[config.mk]
export PLATFORM = sky130hd
export DESIGN_NAME = uart_word_rx
export DESIGN_NICKNAME = d
export VERILOG_FILES = /design/src/rtl/uart_word_rx.sv
export SDC_FILE = /design/constraint.sdc
export NUM_CORES = 1
export LEC_CHECK = 0
export CAP_MARGIN = 20
export CORE_MARGIN = 1.5
export CORE_UTILIZATION = 48
export DETAILED_ROUTE_END_ITERATION = 12
export GPL_ROUTABILITY_DRIVEN = 0
export HOLD_SLACK_MARGIN = 0.06
export PLACE_DENSITY = 0.65
export SYNTH_ARGS = -nofsm -noshare
export SYNTH_HDL_FRONTEND = slang
export SYNTH_SLANG_ARGS = --single-unit
export TNS_END_PERCENT = 1
[constraint.sdc]
create_clock -name clock -period 2.75 [get_ports clock]
set_clock_uncertainty 0.1 [all_clocks]
set_input_delay 0.6875 -clock clock [delete_from_list [all_inputs] [get_ports clock]]
set_output_delay 0.6875 -clock clock [all_outputs]
set_load 0.005 [all_outputs]
[src/rtl/uart_word_rx.sv]
// UART 8N1 receiver that packs four accepted bytes little-endian into a 32-bit word.
// Latency: the word appears on UART_in one cycle after the stop-bit sample of the 4th byte.
// Backpressure: none. Reception never stalls; a word that completes while one is still pending is dropped and sets overrun.
module uart_word_rx #(
  parameter int CLKS_PER_BIT = 434,
  parameter int CLKS_WIDTH   = 16
) (
  input  logic        clock,
  input  logic        reset,
  input  logic        rx,
  input  logic        rx_ack,
  output logic [31:0] UART_in,
  output logic        rx_signal,
  output logic        framing_err,
  output logic        overrun
);

  localparam logic [CLKS_WIDTH-1:0] HALF_CNT = CLKS_WIDTH'(CLKS_PER_BIT / 2);
  localparam logic [CLKS_WIDTH-1:0] LAST_CNT = CLKS_WIDTH'(CLKS_PER_BIT - 1);

  typedef enum logic [1:0] {
    IDLE  = 2'd0,
    START = 2'd1,
    DATA  = 2'd2,
    STOP  = 2'd3
  } state_t;

  state_t                state_q;
  state_t                state_d;
  logic                  rx_meta;
  logic                  rx_s;
  logic [CLKS_WIDTH-1:0] cnt;
  logic [2:0]            bit_idx;
  logic [1:0]            byte_idx;
  logic [7:0]            shreg;
  logic [23:0]           asm_word;

  // Control strobes decoded by the next-state logic
  logic cnt_clr;
  logic cnt_inc;
  logic bit_clr;
  logic bit_take;
  logic byte_ok;
  logic byte_bad;
  logic word_done;

  // Two-flop synchronizer; idles high so reset never looks like a start bit
  always_ff @(posedge clock or negedge reset) begin
    if (!reset) begin
      rx_meta <= 1'b1;
      rx_s    <= 1'b1;
    end else begin
      rx_meta <= rx;
      rx_s    <= rx_meta;
    end
  end

  // FSM state register
  always_ff @(posedge clock or negedge reset) begin
    if (!reset) begin
      state_q <= IDLE;
    end else begin
      state_q <= state_d;
    end
  end

  // Next-state and datapath strobes; every sample point is a counter compare
  always_comb begin
    state_d  = state_q;
    cnt_clr  = 1'b0;
    cnt_inc  = 1'b0;
    bit_clr  = 1'b0;
    bit_take = 1'b0;
    byte_ok  = 1'b0;
    byte_bad = 1'b0;
    case (state_q)
      IDLE: begin
        cnt_clr = 1'b1;
        if (!rx_s) begin
          state_d = START;
        end
      end
      START: begin
        if (cnt == HALF_CNT) begin
          cnt_clr = 1'b1;
          if (rx_s) begin
            // Line went back high mid start bit: treat as a glitch
            state_d = IDLE;
          end else begin
            bit_clr = 1'b1;
            state_d = DATA;
          end
        end else begin
          cnt_inc = 1'b1;
        end
      end
      DATA: begin
        if (cnt == LAST_CNT) begin
          cnt_clr  = 1'b1;
          bit_take = 1'b1;
          if (bit_idx == 3'd7) begin
            state_d = STOP;
          end
        end else begin
          cnt_inc = 1'b1;
        end
      end
      STOP: begin
        if (cnt == LAST_CNT) begin
          cnt_clr = 1'b1;
          state_d = IDLE;
          if (rx_s) begin
            byte_ok = 1'b1;
          end else begin
            byte_bad = 1'b1;
          end
        end else begin
          cnt_inc = 1'b1;
        end
      end
      default: begin
        state_d = IDLE;
      end
    endcase
  end

  assign word_done = byte_ok && (byte_idx == 2'd3);

  // Bit timing counter, bit shifter and byte assembly
  always_ff @(posedge clock or negedge reset) begin
    if (!reset) begin
      cnt         <= '0;
      bit_idx     <= '0;
      byte_idx    <= '0;
      shreg       <= '0;
      asm_word    <= '0;
      framing_err <= 1'b0;
    end else begin
      if (cnt_clr) begin
        cnt <= '0;
      end else if (cnt_inc) begin
        cnt <= cnt + 1'b1;
      end

      if (bit_clr) begin
        bit_idx <= '0;
      end else if (bit_take) begin
        bit_idx <= bit_idx + 1'b1;
      end

      // LSB arrives first, so shift in from the top
      if (bit_take) begin
        shreg <= {rx_s, shreg[7:1]};
      end

      if (byte_ok) begin
        case (byte_idx)
          2'd0:    asm_word[7:0]   <= shreg;
          2'd1:    asm_word[15:8]  <= shreg;
          2'd2:    asm_word[23:16] <= shreg;
          default: ;  // top byte goes straight to UART_in
        endcase
        byte_idx <= byte_idx + 1'b1;  // wraps to 0 after the 4th byte
      end else if (byte_bad) begin
        // A bad frame poisons the whole word, restart at byte 0
        byte_idx <= '0;
      end

      framing_err <= byte_bad;
    end
  end

  // Word handoff to the consumer; a same-cycle ack frees the slot for the new word
  always_ff @(posedge clock or negedge reset) begin
    if (!reset) begin
      UART_in   <= '0;
      rx_signal <= 1'b0;
      overrun   <= 1'b0;
    end else begin
      if (word_done) begin
        if (!rx_signal || rx_ack) begin
          UART_in   <= {shreg, asm_word};
          rx_signal <= 1'b1;
        end else begin
          overrun <= 1'b1;
        end
      end else if (rx_ack) begin
        rx_signal <= 1'b0;
      end
    end
  end

endmodule

==> summary.md <==
| Metric | Value |
|---|---|
| PwrDens | 499 nW/um^2 |
| CP Capture Type | flip-flop |
| Layout Cells excl Fill | 445 |
| Critical Path RT | 2.88 ns |
| Post-synth EDFFs | 0 |
| Final worst-path cycle share | 86.9% |
| Yosys reg bits | 92 |
| Syn_nets | 305 |
| IO Pins | 39 |
| Setup TNS | 0 ns |
| Detailed-router iteration count before antenna repair | 4 |
| Drt wl/cell | 15.9 um |
| Post-CTS sizing | 0 |
| Post-Place Worst Slack | 0.170 ns |
| Post-DRT Antenna Nets | 0 |
| # placed instances | 429 |
| Main synth FF type | dfrtp_1 |
| # rows | 32 |
| DRC viols | 0 |
| Post-synthesis sequential area ratio | 58.3% |
| Share of layout cells above drive strength 1 | 27.1% |
| RSZ-0062 raised after global routing | false |
| Number of clock sinks | 92 |
| Vias in the first global route | 2298 |
| Cells after synthesis | 293 |
| CTS clk-pin slew, worst paths | 0.09 ns |
| Gr usage total | 17.6% |
| Die height | 93.7 um |
| Async SR Flop Fraction | 100% |
| Skew-Pair Late Insertion Delay | 0.35 ns |
| Largest net degree at the start of global routing | 51 |
| F_max | 0.419 GHz |
| Die W | 93.7 um |
| Shortest period the worst path allows | 2.39 ns |
| HPWL after DPL | 4750 um |
| Setup ws final | 0.361 ns |
| Die area | 8780 sq um |
| CTS HTree Levels | 3 |
| CTS tree | yes |
| Post-route cell area | 4670 sq um |
| Fillers | 641 |
| Most frequent cells in the layout | 90 x dfrtp_1, 61 x mux2_2, 37 x clkdlybuf4s50_1, 18 x a21oi_1 |
| Hold Path Class | input pin to async pin |
| CP Class | flip-flop to flip-flop |
| Starting density of the core | 50.3% |
| Max Cap Violations | 0 |
| Multi-input gate area | 1560 sq um |
| Syn Area/Cell | 13.5 sq um |
| Worst-Margin Slew | 0.652 ns |
| Initial antenna violation count | 0 |
| Arr. time, crit path | 2.52 ns |
| Most common cell after layout, fill and taps aside | dfrtp_1 |
| Leak Pwr | 2.19 nW |
| Final setup viols | 0 |
| Routed wire length | 7060 um |
| Crit path max fanout | 32 |
| Diodes inserted | 0 |
| Input/output buffers | 38 |
| First-pass GRT wire length | 11800 um |
| Synth Cell Area | 3950 sq um |
| Ys Warns | 0 |
| Max-slew headroom | 56.6% |
| Grt total ovfl | 0 |
| Clk buf depth | 2 |
| Reg area | 2300 sq um |
| Routed vias | 2434 |
| Core footprint | 7850 sq um |
| Worst setup SP type | flip-flop |
| Max Slew Vio Count | 0 |
| Area grow syn2layout | 18.2% |
| Cell Area, Placed | 4460 sq um |
| Fin. Hold Viols | 0 |
| Postcts setup bufs | 0 |
| Via/cell ratio | 5.47 |
| 1st-iter DRT viols | 62 |
| CTS Buf Count | 9 |
| Final-stage net count | 350 |
| Status | completed |
| Number of hold buffers added after cts | 0 |
| CTS root buf | clkbuf_8 |
| Synth unique cells | 42 |
| VDD IR max | 0.299 mV |
state kept, by name, indices dropped and copies added, names as in the netlist, named ones only:
name         count
rx_meta          1
asm_word        24
rx_s             1
byte_idx         2
rx_signal        1
UART_in         32
overrun          1
bit_idx          3
cnt             16
state_q          1
shreg            8
framing_err      1
routing by layer:
metal / vias up / routed length [um] / track usage (%)
li1: 1149 / - / -
met4: 0 / 62 / 4.85
met3: 4 / 285 / 4.85
met2: 52 / 3140 / 25.4
met5: - / 0 / 0
met1: 1229 / 3570 / 26.1
worst max-delay path, cell delays in order, from the launching register on:
cell and delay [ns]:
dfrtp_1 0.40, inv_1 0.06, ha_1 0.15, nor3b_1 0.40, nand3_2 0.27, nor4_4 0.25, buf_12 0.25, mux2_2 0.37
final timing paths:
check	startpoint	endpoint	slack, ns	depth (start not counted)
worst max-delay path	cnt[1]	UART_in[24]	0.36	7
worst min-delay path	reset	framing_err	0.26	1
worst max register to register	cnt[1]	UART_in[24]	0.36	7
worst min register to register	rx_meta	rx_s	0.27	0
max in group asynchronous	reset	asm_word[13]	1.66	2
min in group clock	rx_meta	rx_s	0.27	0
where the power goes:
group	switching, W	internal (W)	leakage, nW	total (W)
clock network	0.000461	0.000477	0.104	0.000938
registers	0.00000315	0.00135	1.26	0.00136
logic	0.0000270	0.00000799	0.828	0.0000350
through the flow:
stage | util, % | total power [W] | hold WS (ns)
2_1_floorplan | - | 0.00139 | 0.245
3_3_place_gp | 56.8 | 0.00142 | 0.250
3_5_place_dp | 56.8 | 0.00142 | 0.256
4_1_cts | 59.5 | 0.00236 | 0.271
5_1_grt | 59.5 | 0.00242 | 0.271
6_report | 59.5 | 0.00233 | 0.262
Yosys cell counts (4+ instances only):
cell | number | area share (%)
nand2b_1 | 4 | 0.63
nor4_1 | 5 | 0.79
nand2_1 | 9 | 0.86
ha_1 | 8 | 2.5
dfrtp_1 | 90 | 57
a21oi_1 | 18 | 2.3
nor2_1 | 6 | 0.57
nand4_1 | 5 | 0.79
o21ai_0 | 9 | 1.1
xnor2_1 | 11 | 2.4
nor3_1 | 7 | 0.89
nand3_1 | 8 | 1.0
mux2_2 | 61 | 17
inv_1 | 7 | 0.67
layout make-up:
cell class / count / area share, %
Clock inverter: 4 / 1.18
Tap cell: 102 / 2.73
Clock buffer: 12 / 3.32
Inverter: 7 / 0.563
Timing Repair Buffer: 43 / 9.44
Multi-Input combinational cell: 185 / 33.4
Sequential cell: 92 / 49.4
cell families after synthesis:
| kind of cell | synth area share (%) |
|---|---|
| adders and majority gates | 2.53 |
| DFF | 58.3 |
| AOI/OAI and AO/OA | 4.82 |
| and+or+nand+nor | 11.0 |
| xor gates and xnor gates | 2.88 |
| buffers and inverters | 2.22 |
| muxes | 18.2 |
(Power assumes the default switching activity.)
